[src/rtl/tm1638_serial_driver.sv]
// Write-only TM1638 display refresher: snapshots segment bytes, LEDs and
// brightness on start, then sends the data-command, address+data and
// display-control frames over the STB/CLK/DIO bus, LSB first.
module tm1638_serial_driver #(
  parameter int CLK_DIV = 50
) (
  input  logic        clk,
  input  logic        rst_n,
  input  logic        start,
  input  logic [63:0] seg_data,
  input  logic [7:0]  led,
  input  logic [2:0]  brightness,
  input  logic        display_on,
  output logic        busy,
  output logic        done,
  output logic        tm_stb,
  output logic        tm_clk,
  output logic        tm_dio
);

  typedef enum logic [2:0] {IDLE, SETUP, BIT_LO, BIT_HI, GAP, FIN} state_t;
  typedef enum logic [1:0] {F_CMD, F_DATA, F_CTRL} frame_t;

  localparam logic [15:0] DIV_LAST = 16'(CLK_DIV - 1);

  state_t      state;
  frame_t      frame;
  logic [15:0] div_cnt;
  logic [2:0]  bit_idx;
  logic [4:0]  byte_idx;

  logic [63:0] seg_sh;
  logic [7:0]  led_sh;
  logic [2:0]  bri_sh;
  logic        on_sh;

  logic        phase_end;
  logic        last_byte;
  logic [2:0]  nxt_bit_idx;
  logic [4:0]  nxt_byte_idx;
  logic [3:0]  data_idx;
  logic [7:0]  tx_byte;
  logic        tx_bit;

  assign phase_end = (div_cnt == DIV_LAST);
  assign last_byte = (frame == F_DATA) ? (byte_idx == 5'd17) : (byte_idx == 5'd0);

  // Position of the bit that will be driven on the next BIT_LO entry.
  always_comb begin
    nxt_bit_idx  = bit_idx;
    nxt_byte_idx = byte_idx;
    if (state == BIT_HI) begin
      if (bit_idx == 3'd7) begin
        nxt_bit_idx  = 3'd0;
        nxt_byte_idx = byte_idx + 5'd1;
      end else begin
        nxt_bit_idx = bit_idx + 3'd1;
      end
    end
  end

  // Byte content of the frame; F2 is address 0xC0, 16 seg/led bytes and a
  // trailing 0x00 filler that lands past address 0x0F and is discarded.
  always_comb begin
    data_idx = nxt_byte_idx[3:0] - 4'd1;
    tx_byte  = 8'h00;
    case (frame)
      F_CMD:  tx_byte = 8'h40;
      F_DATA: begin
        if (nxt_byte_idx == 5'd0) begin
          tx_byte = 8'hC0;
        end else if (nxt_byte_idx <= 5'd16) begin
          if (data_idx[0] == 1'b0) begin
            tx_byte = seg_sh[{data_idx[3:1], 3'b000} +: 8];
          end else begin
            tx_byte = {7'b0, led_sh[data_idx[3:1]]};
          end
        end
      end
      F_CTRL: tx_byte = {4'h8, on_sh, bri_sh};
      default: tx_byte = 8'h00;
    endcase
    tx_bit = tx_byte[nxt_bit_idx];
  end

  // Bus sequencer: each phase lasts CLK_DIV cycles, outputs set on phase entry.
  always_ff @(posedge clk) begin
    if (!rst_n) begin
      state    <= IDLE;
      frame    <= F_CMD;
      div_cnt  <= 16'd0;
      bit_idx  <= 3'd0;
      byte_idx <= 5'd0;
      seg_sh   <= 64'd0;
      led_sh   <= 8'd0;
      bri_sh   <= 3'd0;
      on_sh    <= 1'b0;
      busy     <= 1'b0;
      done     <= 1'b0;
      tm_stb   <= 1'b1;
      tm_clk   <= 1'b1;
      tm_dio   <= 1'b1;
    end else begin
      case (state)
        IDLE: begin
          done <= 1'b0;
          if (start) begin
            seg_sh   <= seg_data;
            led_sh   <= led;
            bri_sh   <= brightness;
            on_sh    <= display_on;
            state    <= SETUP;
            frame    <= F_CMD;
            div_cnt  <= 16'd0;
            bit_idx  <= 3'd0;
            byte_idx <= 5'd0;
            busy     <= 1'b1;
            tm_stb   <= 1'b0;
            tm_clk   <= 1'b1;
            tm_dio   <= 1'b1;
          end
        end
        SETUP: begin
          if (phase_end) begin
            div_cnt <= 16'd0;
            state   <= BIT_LO;
            tm_clk  <= 1'b0;
            tm_dio  <= tx_bit;
          end else begin
            div_cnt <= div_cnt + 16'd1;
          end
        end
        BIT_LO: begin
          if (phase_end) begin
            div_cnt <= 16'd0;
            state   <= BIT_HI;
            tm_clk  <= 1'b1;
          end else begin
            div_cnt <= div_cnt + 16'd1;
          end
        end
        BIT_HI: begin
          if (phase_end) begin
            div_cnt <= 16'd0;
            if (bit_idx == 3'd7 && last_byte) begin
              state    <= GAP;
              bit_idx  <= 3'd0;
              byte_idx <= 5'd0;
              tm_stb   <= 1'b1;
              tm_clk   <= 1'b1;
              tm_dio   <= 1'b1;
            end else begin
              state    <= BIT_LO;
              bit_idx  <= nxt_bit_idx;
              byte_idx <= nxt_byte_idx;
              tm_clk   <= 1'b0;
              tm_dio   <= tx_bit;
            end
          end else begin
            div_cnt <= div_cnt + 16'd1;
          end
        end
        GAP: begin
          if (phase_end) begin
            div_cnt <= 16'd0;
            case (frame)
              F_CMD: begin
                frame  <= F_DATA;
                state  <= SETUP;
                tm_stb <= 1'b0;
              end
              F_DATA: begin
                frame  <= F_CTRL;
                state  <= SETUP;
                tm_stb <= 1'b0;
              end
              default: begin
                frame <= F_CMD;
                state <= FIN;
                busy  <= 1'b0;
                done  <= 1'b1;
              end
            endcase
          end else begin
            div_cnt <= div_cnt + 16'd1;
          end
        end
        FIN: begin
          done  <= 1'b0;
          state <= IDLE;
        end
        default: state <= IDLE;
      endcase
    end
  end

endmodule
[config.mk]
export PLATFORM = sky130hd
export DESIGN_NAME = tm1638_serial_driver
export DESIGN_NICKNAME = d
export VERILOG_FILES = /design/src/rtl/tm1638_serial_driver.sv
export SDC_FILE = /design/constraint.sdc
export NUM_CORES = 1
export LEC_CHECK = 0
export BUFFER_PORTS_ARGS = -buffer_cell sky130_fd_sc_hd__buf_2
export CELL_PAD_IN_SITES_DETAIL_PLACEMENT = 2
export CELL_PAD_IN_SITES_GLOBAL_PLACEMENT = 2
export CORE_ASPECT_RATIO = 2
export CORE_MARGIN = 4
export CORE_UTILIZATION = 36
export DETAILED_ROUTE_END_ITERATION = 6
export PLACE_DENSITY = 0.83
export REMOVE_ABC_BUFFERS = 1
export SYNTH_ARGS = -nofsm -noshare
export SYNTH_HDL_FRONTEND = slang
export SYNTH_SLANG_ARGS = --single-unit
[constraint.sdc]
create_clock -name clk -period 5.6 [get_ports clk]
set_clock_uncertainty 0.05 [all_clocks]
set_input_delay 0.56 -clock clk [delete_from_list [all_inputs] [get_ports clk]]
set_output_delay 0.56 -clock clk [all_outputs]
set_load 0.01 [all_outputs]
==> results of run 1 <==
[flip-flops by register name, summed over array words and instances (netlist names)]
name	cells
busy	1
state	3
tm_dio	1
frame	2
done	1
led_sh	8
byte_idx	5
tm_clk	1
bri_sh	3
tm_stb	1
div_cnt	16
on_sh	1
seg_sh	64
bit_idx	3
[per-stage QoR]
stage	total power, W	hold WS [ns]
finish	0.00166	0.363
detailed placement	0.00103	0.403
global placement	0.00102	0.397
CTS	0.00168	0.359
global route	0.00174	0.369
floorplan	0.000951	0.382
[power by group through the flow]
stage	Combinational, W	Clock, W	Sequential [W]
final	0.000160	0.000653	0.000850
after global routing	0.000182	0.000706	0.000855
after CTS	0.000165	0.000669	0.000851
after detailed placement	0.000164	0	0.000868
after global placement	0.000155	0	0.000868
after floorplan	0.0000958	0	0.000856
[cell usage after synthesis (9+ instances only)]
cell        n  share of area [%]
o21ai_0    14                1.2
xnor2_1    10                1.6
dfxtp_1   110                 39
nor2_1     51                3.4
nand2_1   191                 13
nand4_1    12                1.3
clkbuf_1   28                1.9
xor2_1      9                1.4
nor3_1     13                1.2
inv_1      10               0.67
a21oi_1   113                 10
nand3_1    21                1.9
[final timing paths]
check / start / to / slack, ns / cells after the start
worst max-delay path: state[2] / tm_dio / 1.75 / 9
worst min register to register: seg_sh[52] / seg_sh[52] / 0.41 / 2
worst max register to register: state[2] / tm_dio / 1.75 / 9
worst min-delay path: rst_n / tm_stb / 0.36 / 2
[layer usage]
| layer | vias up | global-route usage (%) |
|---|---|---|
| li1 | 2623 | - |
| met2 | 101 | 44.6 |
| met4 | 0 | 9.84 |
| met5 | - | 0 |
| met3 | 49 | 2.78 |
| met1 | 2708 | 21.6 |
[layout make-up]
type	count	share of cell area [%]
clock inverters	7	1.21
multi-input cells	559	49.5
clock buffers	9	3.50
repair buffers	88	7.05
flip-flops and latches	110	34.3
inverters	11	0.642
well taps	198	3.85
[worst max-delay path, stage by stage, from the launching register on]
cell and delay (ns):
dfxtp_1 0.83, nand4b_4 0.32, nor2_2 0.08, xnor2_1 0.81, nand2_1 0.36, xnor2_1 0.23
o21ai_0 0.26, nand4_1 0.14, or4_1 0.52, a31oi_1 0.15
[cells by family (layout without fill, tap and decap cells)]
kind of cell | after synthesis | after routing
AND/OR/NAND/NOR | 327 | 327
AO/OA/AOI/OAI | 185 | 185
flip-flops | 110 | 110
buffers and inverters | 53 | 115
XOR/XNOR | 21 | 21
multiplexers | 18 | 18
adder cells (fa/ha/maj) | 8 | 8
==> impl_metrics.yaml, run 1 <==
run_status:
  outcome: "finished, final reports clean"
synth:
  syn_inst: 722
  muxShareOfSynthArea_pct: 4.19
  ys_types: 76
  syn_area_um2: 5620
  synth_top_family_by_area: "simple AND/OR/NAND/NOR gates"
  synth_edf_count: 0
  ys.flop_type: "dfxtp_1"
  ys_ff_latch: 110
  syn_avg_cell_area_um2: 7.78
  yosys.area_share.adder_pct: 1.78
  seq_area_frac_synth_pct: 39.2
  synth-xor-area-share_pct: 3.94
  synth_compound_area_share_pct: 19.6
  ys_async_sr_fraction_pct: 0
  ys_warn_count: 0
  synth-simple-area-share_pct: 26.8
sta:
  worst_pin_slew_ns: 1.04
  hold_viol: 0
  rsz0062_at_grt: "no"
  tns_ns: 0
  drv_slew: 0
  setup_violations: 0
  slew_headroom_pct: 30.4
  clock.fmax_mhz: 260
  finalCriticalPeriod_ns: 3.85
  fin_crit_sh_pct: 68.7
  fin_ws_ns: 1.75
route:
  post_drt_via_cell_ratio: 5.58
  firstDrtPassIters: 4
  drc: 0
  via_count: 5481
  met1Wirelength_um: 6730
  dr.max_layer_used: "met4"
  wl_per_cell_um: 19.8
  met3_length_um: 436
  drt_iter0_markers: 178
  final_antenna_net_count: 0
  wl_met2_um: 11500
  routed_wl_um: 19400
cells_and_area:
  fillers: 1810
  final_core_util_pct: 42.0
  diodes: 0
  multi_input_area_um2: 3180
  layout_common_cells: "nand2_1 (191), a21oi_1 (113), dfxtp_1 (110), buf_2 (83), nor2_1 (50)"
  fin_cells: 982
  design_area_um2: 6430
  register_area_um2: 2200
  area_growth_pct: 14.4
  drive_above_1_share_pct: 18.4
  final_common_cell: "nand2_1"
  fin_nets: 866
power_and_ir_drop:
  pwr-share-clk_pct: 39.3
  p_leak_nw: 2.49
  irDropWorstVdd_mv: 0.157
  p_int_w: 0.00120
  swShare_pct: 28.0
  pwr-share-seq_pct: 51.1
  p_per_area_nw_per_um2: 259
  power_switching_w: 0.000465
  combinationalPowerShare_pct: 9.6
setup_path:
  cp.required_ns: 5.83
  worstSetupPathType: "flip-flop to flip-flop"
  crit_path_end_kind: "flip-flop"
  crit_fanout: 22
  worstPathArrival_ns: 4.08
  start_kind: "flip-flop"
place:
  placed_area_um2: 6130
  dp_slack_ns: 1.78
  dp_hpwl_um: 14700
  globalplace.congestion: 0.921
  post-place-cells: 966
  port_buffers: 83
die:
  dieArea_um2: 17800
  fp.coreArea_um2: 15300
  die_w_um: 96.4
  pin_count: 84
  num_rows: 64
  initial_core_util_pct: 36.7
  die_h_um: 185
cts:
  htree_levels: 3
  cts_resized: 0
  clk-insertion-delay-late_ns: 0.36
  clk_pin_slew_ns: 0.08
  cts-root-buf: "clkbuf_16"
  cts_tree: "done"
  cts_buffer_depth: 2
  post-cts-setup-buffer-count: 0
  holdBufCountCts: 0
  cts.sinks: 110
  cts_made_buffers: 9
global_route:
  grtUsageTotal_pct: 22.3
  grt_overflow: 0
  grt_pass1_wl_um: 30800
  antenna_found_initial: 0
  grt_pass1_vias: 6085
  grt_max_degree: 98
worst_hold_path:
  min_path_type: "primary input to flip-flop"
job:
  drv_cap: 0
Power figures use the tool's default switching activity.
==> run 2: changes to the inputs <==
- CORE_UTILIZATION: 36 -> 33
- PLACE_DENSITY: 0.83 -> 0.76
- clock period: 5.6 -> 3.7 ns (I/O delays scaled with it)
==> impl_metrics.yaml, run 2 (synthesis gave the netlist of run 1 again) <==
power_and_ir_drop:
  swShare_pct: 26.8
  power_w: 0.00248
  irDropWorstVdd_mv: 0.192
  p_per_area_nw_per_um2: 382
  p_leak_nw: 2.53
  pwr-share-seq_pct: 51.7
  p_int_w: 0.00182
  combinationalPowerShare_pct: 9.9
  power_switching_w: 0.000666
  pwr-share-clk_pct: 38.4
die:
  fp.coreArea_um2: 16800
  die_w_um: 100
  pin_count: 84
  num_rows: 67
  die_h_um: 193
  dieArea_um2: 19300
  initial_core_util_pct: 33.5
global_route:
  grt_max_degree: 80
  grt_pass1_wl_um: 31500
  antenna_found_initial: 0
  grtUsageTotal_pct: 20.9
  grt_overflow: 0
  grt_pass1_vias: 6104
setup_path:
  worstPathArrival_ns: 3.65
  crit_path_end_kind: "flip-flop"
  cp.required_ns: 3.93
  start_kind: "flip-flop"
  reg2reg_depth: 11
  worstSetupPathType: "flip-flop to flip-flop"
  crit_fanout: 8
sta:
  worst_pin_slew_ns: 0.905
  finalCriticalPeriod_ns: 3.42
  slew_headroom_pct: 39.2
  hold_viol: 0
  clock.fmax_mhz: 292
  fin_crit_sh_pct: 92.6
  fin_ws_ns: 0.275
  holdWs_ns: 0.169
  setup_violations: 0
  drv_slew: 0
  tns_ns: 0
  rsz0062_at_grt: "no"
cts:
  post-cts-setup-buffer-count: 0
  cts-root-buf: "clkbuf_16"
  cts_tree: "done"
  clk_pin_slew_ns: 0.08
  htree_levels: 3
  cts_made_buffers: 9
  cts_buffer_depth: 2
  clk-insertion-delay-late_ns: 0.35
  cts.sinks: 110
cells_and_area:
  fin_nets: 875
  drive_above_1_share_pct: 19.3
  register_area_um2: 2200
  multi_input_area_um2: 3190
  layout_common_cells: "nand2_1 (191), a21oi_1 (113), dfxtp_1 (110), buf_2 (83), nor2_1 (50)"
  fillers: 1989
  largest_register_ffs: 64
  final_common_cell: "nand2_1"
  diodes: 0
  area_growth_pct: 15.6
  biggestRegsByFlops: "seg_sh (64), div_cnt (16), led_sh (8)"
  top_register: "seg_sh"
route:
  routed_wl_um: 19900
  wl_per_cell_um: 19.9
  post_drt_via_cell_ratio: 5.45
  drc: 0
  firstDrtPassIters: 4
  via_count: 5451
  final_antenna_net_count: 0
  drt_iter0_markers: 190
place:
  globalplace.congestion: 0.882
  dp_slack_ns: 0.223
  port_buffers: 83
  dp_hpwl_um: 15200
worst_hold_path:
  holdPathStages: 2
  min_path_type: "primary input to flip-flop"
run_status:
  outcome: "finished, final reports clean"
job:
  drv_cap: 0
==> run 2: changes by cell type in the layout (fill, tap and decap cells not counted) <==
cell	before	now
xnor2_1	10	9
clkinv_8	2	0
inv_8	2	0
clkbuf_8	0	1
clkbuf_1	0	1
buf_4	5	14
inv_6	1	3
xnor2_2	0	1
==> run 2: final timing paths <==
path / slack (ns) / end / start
worst min register to register: 0.41 / seg_sh[17] / seg_sh[17]
worst min-delay path: 0.17 / tm_clk / rst_n
worst max register to register: 0.28 / tm_dio / bit_idx[0]
worst max-delay path: 0.28 / tm_dio / bit_idx[0]
==> run 2: cell type report <==
class / instances / share of cell area, %
clock buffers: 11 / 3.74
clock inverters: 5 / 0.616
inverters: 11 / 0.636
multi-input cells: 559 / 49.1
flip-flops and latches: 110 / 33.9
well taps: 207 / 3.99
repair buffers: 97 / 8.01
==> run 2: repair_timing <==
action	4_1_cts	5_1_grt
setup endpoints to repair	0	1
hold endpoints to repair	0	0
hold buffers	0	0
gates resized for setup	0	1
==> run 2: metrics by stage <==
stage / utilization (%) / std cells / area, um2
after floorplan: - / 680 / 5410
after global placement: 37.0 / 984 / 6200
after detailed placement: 37.0 / 984 / 6200
after CTS: 38.7 / 1000 / 6490
after global routing: 38.7 / 1000 / 6490
final: 38.7 / 1000 / 6490
==> run 2: worst max-delay path, cell delays in order (launching register included) <==
cell and delay, ns:
dfxtp_1 0.35, ha_1 0.24, ha_1 0.26, nand4b_4 0.15
nor2_2 0.08, xnor2_1 0.71, nand2_1 0.38, xnor2_1 0.22
o21ai_0 0.15, nand4_1 0.11, or4_1 0.49, a31oi_1 0.15
==> run 2: layer usage <==
metal  part of all wire [%]  global-route usage (%)  vias to the layer above
met1                     34                    19.1                     2683
met3                    2.5                    3.22                       38
met4                    3.4                    8.46                        0
met2                     60                    43.5                       94
li1                       -                       -                     2636
met5                      0                       0                        -
==> run 2: power by group through the flow <==
stage	combinational, W	sequential, W	clock (W)
final	0.000247	0.00128	0.000952
after global routing	0.000284	0.00129	0.00103
after CTS	0.000254	0.00128	0.000982
after detailed placement	0.000252	0.00131	0
after global placement	0.000239	0.00131	0
after floorplan	0.000145	0.00129	0
